`src/rtl/inst_fetch_unit_pkg.sv`:
```
// Shared constants and the fetch entry record for the instruction fetch unit.
// Used by inst_fetch_unit; the optional fault path is enabled by FETCH_FAULT_EN.
package inst_fetch_unit_pkg;

  localparam logic [31:0] INITIAL_PC = 32'h0040_0000;
  localparam logic [31:0] NOP_INST   = 32'h0000_0013;

  typedef struct packed {
    logic [31:0] inst;
    logic [31:0] pc;
    logic        fault;
  } fetch_entry_t;

  localparam int ENTRY_W = $bits(fetch_entry_t);

  function automatic logic is_misaligned(input logic [31:0] addr);
    return addr[1:0] != 2'b00;
  endfunction

endpackage

```
`src/rtl/inst_fetch_unit_fifo.sv`:
```
// Synchronous DEPTH-entry FIFO with flush; head is read straight from the register array.
// Used for both the fetched-word queue and the request-PC tag queue.
module fetch_fifo #(
  parameter int WIDTH = 32,
  parameter int DEPTH = 4,
  localparam int AW = $clog2(DEPTH),
  localparam int CW = AW + 1
) (
  input  logic             clock,
  input  logic             reset,
  input  logic             push,
  input  logic [WIDTH-1:0] push_data,
  input  logic             pop,
  input  logic             flush,
  output logic [WIDTH-1:0] head_data,
  output logic [CW-1:0]    count
);

  logic [WIDTH-1:0] mem [DEPTH];
  logic [AW-1:0]    rd_ptr;
  logic [AW-1:0]    wr_ptr;
  logic             do_push;
  logic             do_pop;

  // A flush overrides any push or pop issued in the same cycle.
  assign do_pop  = pop && (count != '0) && !flush;
  assign do_push = push && !flush;

  always_ff @(posedge clock) begin
    if (reset) begin
      for (int i = 0; i < DEPTH; i++) mem[i] <= '0;
      rd_ptr <= '0;
      wr_ptr <= '0;
      count  <= '0;
    end else if (flush) begin
      rd_ptr <= '0;
      wr_ptr <= '0;
      count  <= '0;
    end else begin
      if (do_push) begin
        mem[wr_ptr] <= push_data;
        wr_ptr      <= wr_ptr + AW'(1);
      end
      if (do_pop) rd_ptr <= rd_ptr + AW'(1);
      count <= count + CW'(do_push) - CW'(do_pop);
    end
  end

  assign head_data = mem[rd_ptr];

endmodule

```
`src/rtl/inst_fetch_unit.sv`:
```
// Instruction fetch stage: owns the PC, issues pipelined imem reads and buffers words for decode.
// Define FETCH_FAULT_EN to add the imem_err port and misaligned-redirect fault entries.
module inst_fetch_unit
  import inst_fetch_unit_pkg::*;
#(
  parameter logic [31:0] RESET_PC = INITIAL_PC,
  parameter int          DEPTH    = 4
) (
  input  logic        clock,
  input  logic        reset,
  output logic        imem_req,
  output logic [31:0] imem_addr,
  input  logic        imem_gnt,
  input  logic        imem_rvalid,
  input  logic [31:0] imem_rdata,
`ifdef FETCH_FAULT_EN
  input  logic        imem_err,
`endif
  input  logic        redirect_valid,
  input  logic [31:0] redirect_pc,
  output logic        inst_valid,
  input  logic        inst_ready,
  output logic [31:0] inst,
  output logic [31:0] inst_pc,
  output logic        inst_fault
);

  localparam int CW = $clog2(DEPTH) + 1;

  logic [31:0]  pc;
  logic [CW-1:0] outstanding;
  logic [CW-1:0] discard;
  logic [CW-1:0] data_count;
  logic [CW-1:0] tag_count;
  logic [31:0]  tag_head;
  logic         grant;
  logic         keep_resp;
  logic         credit;
  logic         fetch_en;
  logic         fault_push;
  logic         resp_err;
  logic [31:0]  next_redirect_pc;
  fetch_entry_t push_entry;
  fetch_entry_t head_entry;

`ifdef FETCH_FAULT_EN
  localparam logic [1:0] ST_FETCH = 2'd0;
  localparam logic [1:0] ST_FAULT = 2'd1;
  localparam logic [1:0] ST_HALT  = 2'd2;
  logic [1:0] state;

  assign fetch_en         = (state == ST_FETCH);
  assign fault_push       = (state == ST_FAULT);
  assign resp_err         = imem_err;
  assign next_redirect_pc = redirect_pc;
`else
  assign fetch_en         = 1'b1;
  assign fault_push       = 1'b0;
  assign resp_err         = 1'b0;
  assign next_redirect_pc = redirect_pc & ~32'h0000_0003;
`endif

  // Words already requested count against FIFO space so a response never finds it full.
  assign credit    = ({1'b0, outstanding} + {1'b0, data_count}) < (CW+1)'(DEPTH);
  assign imem_req  = !reset && !redirect_valid && fetch_en && credit;
  assign imem_addr = pc;
  assign grant     = imem_req && imem_gnt;
  assign keep_resp = imem_rvalid && (discard == '0) && !redirect_valid;

  always_comb begin
    push_entry = '0;
    if (fault_push) begin
      push_entry.pc    = pc;
      push_entry.fault = 1'b1;
    end else begin
      push_entry.inst  = imem_rdata;
      push_entry.pc    = tag_head;
`ifdef FETCH_FAULT_EN
      push_entry.fault = resp_err | is_misaligned(tag_head);
`else
      push_entry.fault = resp_err;
`endif
    end
  end

  fetch_fifo #(.WIDTH(ENTRY_W), .DEPTH(DEPTH)) u_data_fifo (
    .clock     (clock),
    .reset     (reset),
    .push      (keep_resp || fault_push),
    .push_data (push_entry),
    .pop       (inst_valid && inst_ready),
    .flush     (redirect_valid),
    .head_data (head_entry),
    .count     (data_count)
  );

  fetch_fifo #(.WIDTH(32), .DEPTH(DEPTH)) u_tag_fifo (
    .clock     (clock),
    .reset     (reset),
    .push      (grant),
    .push_data (pc),
    .pop       (keep_resp && (tag_count != '0)),
    .flush     (redirect_valid),
    .head_data (tag_head),
    .count     (tag_count)
  );

  // On redirect every request still in flight becomes a word to throw away.
  always_ff @(posedge clock) begin
    if (reset) begin
      pc          <= RESET_PC;
      outstanding <= '0;
      discard     <= '0;
`ifdef FETCH_FAULT_EN
      state       <= ST_FETCH;
`endif
    end else begin
      outstanding <= outstanding + CW'(grant) - CW'(imem_rvalid);
      if (redirect_valid) begin
        discard <= outstanding - CW'(imem_rvalid);
        pc      <= next_redirect_pc;
`ifdef FETCH_FAULT_EN
        state   <= is_misaligned(redirect_pc) ? ST_FAULT : ST_FETCH;
`endif
      end else begin
        if (imem_rvalid && (discard != '0)) discard <= discard - CW'(1);
        if (grant) pc <= pc + 32'd4;
`ifdef FETCH_FAULT_EN
        if (state == ST_FAULT) state <= ST_HALT;
`endif
      end
    end
  end

  assign inst_valid = (data_count != '0);
  assign inst       = head_entry.inst;
  assign inst_pc    = head_entry.pc;
  assign inst_fault = head_entry.fault;

endmodule

```
`config.mk`:
```
export PLATFORM = sky130hd
export DESIGN_NAME = inst_fetch_unit
export DESIGN_NICKNAME = d
export VERILOG_FILES = /design/src/rtl/inst_fetch_unit_pkg.sv /design/src/rtl/inst_fetch_unit_fifo.sv /design/src/rtl/inst_fetch_unit.sv
export SDC_FILE = /design/constraint.sdc
export NUM_CORES = 1
export LEC_CHECK = 0
export CAP_MARGIN = 25
export CORE_UTILIZATION = 52
export DETAILED_ROUTE_END_ITERATION = 10
export GPL_TIMING_DRIVEN = 1
export PLACE_DENSITY_LB_ADDON = 0.2
export SLEW_MARGIN = 20
export SYNTH_ARGS = -nofsm -noshare
export SYNTH_HDL_FRONTEND = slang
export SYNTH_SLANG_ARGS = --single-unit
```
`constraint.sdc`:
```
create_clock -name clock -period 5.6 [get_ports clock]
set_clock_uncertainty 0.2 [all_clocks]
set_input_delay 1.12 -clock clock [delete_from_list [all_inputs] [get_ports clock]]
set_output_delay 1.12 -clock clock [all_outputs]
set_load 0.005 [all_outputs]
```
==> results by group <==
GRT
  – Vias in the first global route: around 11,000
  – Largest net degree at the start of global routing: between 80 and 90
  – Tot GR Track Use: between 20% and 30%
  – First-pass GRT wire length: about 61,000 um
  – Grt total ovfl: 0
  – Initial antenna violation count: 0

Clock network
  – H-tree Lvls: 2
  – Max clock buf depth: 3
  – Setup Fix Bufs, Post-CTS: 0
  – Clk pin slew, worst setup/hold paths: 60 ps
  – Clk_lat worst skew: between 500 and 600 ps
  – Hold_buf cts: 0
  – Clock Tree Root: clkbuf_16
  – Post-CTS sizing: 0
  – CTS tree: yes
  – Sink Count: around 420
  – Cts bufs inserted: 45

Placed design
  – DP HPWL: between 20,000 and 25,000 um
  – I/O Buffers: approximately 160
  – GP Congestion: just over 0.8
  – Placed instance area: around 20,000 sq um
  – Placed insts: about 1,900

STA
  – Final Max Slew Viols: 0
  – Period utilization: 74.53%
  – Sum of negative setup slack: 0 ps
  – Peak Freq: between 200 and 250 MHz
  – RSZ-0062 raised after global routing: false
  – Worst slew pin tran: between 900 and 1000 ps
  – Fin crit period: 4173 ps
  – Hold_ws: 327.9 ps
  – Final Hold Viols: 0
  – Setup violations, final: 0
  – Rel. slew slack: 36.12%

Synthesis
  – Post-synth EDFFs: 368
  – Top cells by area, synth: edfxtp_1 (60%), mux4_2 (11%), dfxtp_1 (5.9%)
  – Mapped Cells: 1,322
  – Yosys cell types: 55
  – Leading area contributor after synthesis: edfxtp_1
  – Sequential area share after synthesis: about two thirds
  – Mapped cell area: approximately 18,000 sq um
  – Register bit count reported by yosys: around 420
  – Syn_area_per_cell: 13.92 sq um
  – Post-synth top flop: edfxtp_1
  – Ys async rst share: 0%
  – Synth top area share: roughly 60%
  – Yosys warnings: 0

Floorplan
  – # IOs: 169
  – Core box area: around 35,000 sq um
  – Vert. Die Dim: 190.1 um
  – Die area: between 30,000 and 40,000 sq um
  – Die Span X: around 190 um
  – Floorplan row count: 68
  – Starting density of the core: around 53%

Power and ir drop
  – Leak: approximately 8 nW
  – Overall power: 0.006949 W
  – PD cells: approximately 320 nW/um^2
  – Max rail drop VDD: between 0.2 and 0.3 mV

Drt
  – Routed WL: 38,660 um
  – Post-route ant nets: 0
  – First DRT Iteration DRCs: ~800
  – First-pass DRT Iterations: 5
  – Via density: between 5 and 6
  – DRC: 0
  – DR vias: 10,800
  – Average wire per cell in the routed design: 19.76 um

Critical path
  – Crit start category: flop
  – Data required, critical path: ~4300 ps
  – Data arrival time of the worst path: roughly 2900 ps
  – CP endpoint kind: output pin
  – CP max FO: 32
  – WS Path Type: reg -> out

Layout
  – # nets final: ~1,600
  – Area Growth Syn to Fin: 18.55%
  – Fillers: 2,650
  – Layout cell share with drive strength beyond 1: between 10% and 20%
  – Final Cell Area: 21,820 sq um
  – Antenna diodes: 0
  – Final non-filler cell total: roughly 2,000
  – Reg area: approximately 12,000 sq um
  – Multi-input logic area: around 5600 sq um

Min path
  – Hold Path Class: reg -> reg

Status
  – Status: complete, no violations

Run
  – Max-cap violations: 0
## per-stage QoR
stage | utilization [%] | worst slack, ps
finish | 62.85 | 1427
CTS | 62.85 | 1347
detailed placement | 59.02 | 1238
floorplan | - | 149.5
global placement | 58.96 | 1221
global route | 62.85 | 1243
## placed cells by master (no fill, tap or decap), types with 21 or more instances in the layout
cell type	count
clkdlybuf4s50_1	160
and2_1	144
and3_1	30
clkbuf_1	21
inv_1	84
nor2_1	170
clkbuf_16	45
mux4_2	92
nand2_1	99
edfxtp_1	368
dfxtp_1	50
buf_4	21
## cell families after synthesis
group / after synthesis / share of synthesized area, %
other: 1 / 0.02038
and+or+nand+nor: 520 / 14.01
xor gates and xnor gates: 25 / 1.190
muxes: 97 / 11.56
adders and majority gates: 16 / 1.210
DFF: 422 / 65.92
AOI/OAI and AO/OA: 65 / 2.318
buffers and inverters: 176 / 3.773
## registers in the layout, summed over array words and instances (netlist names), 3 cells and up, named ones only
register,count
discard,3
u_data_fifo.count,3
u_tag_fifo.mem,120
u_data_fifo.mem,248
imem_addr,30
u_tag_fifo.count,3
outstanding,3
## synth_stat cells (13+ instances only)
cell type  instances
a21oi_1           18
and2_1           144
and3_1            30
buf_1             14
clkbuf_1          66
dfxtp_1           54
edfxtp_1         368
ha_1              13
inv_1             84
mux4_2            92
nand2_1           99
nand3_1           15
nand4_1           14
nor2_1           170
nor3_1            13
xor2_1            13
## final timing paths
kind                                      startpoint                     to  slack [ps]  cells past startpoint
worst min register to register  u_tag_fifo.rd_ptr[1]                   flop         330                      2
worst max-delay path                            flop             inst_pc[5]        1430                      3
worst min-delay path            u_tag_fifo.rd_ptr[1]                   flop         330                      2
worst max register to register        outstanding[1]  u_tag_fifo.mem[1][28]        2040                      8
## metal layers
layer	up-vias	global-route usage (%)	share of wire, %
met5	-	0	0
met4	0	5.831	1.9
met3	54	3.505	6.4
met2	358	37.80	50
met1	5342	28.94	42
li1	5044	-	-
## worst max-delay path, cell delays in order (launching register included)
cell	delay, ps
dfxtp_4	770
buf_4	440
mux4_2	540
clkdlybuf4s50_1	510
## report_power, final
group          internal [W]  switching [W]  total (W)
Clock               0.00155        0.00117    0.00272
Sequential          0.00359      0.0000804    0.00367
Combinational      0.000279       0.000285   0.000564
## cell type report
| cell class | instances | area share, % |
|---|---|---|
| Tap cell | 455 | 2.609 |
| Timing Repair Buffer | 185 | 8.361 |
| Inverter | 84 | 1.445 |
| Multi-Input combinational cell | 728 | 25.85 |
| Sequential cell | 422 | 55.64 |
| Clock inverter | 16 | 0.5792 |
| Clock buffer | 66 | 5.522 |
Power figures use the tool's default switching activity.
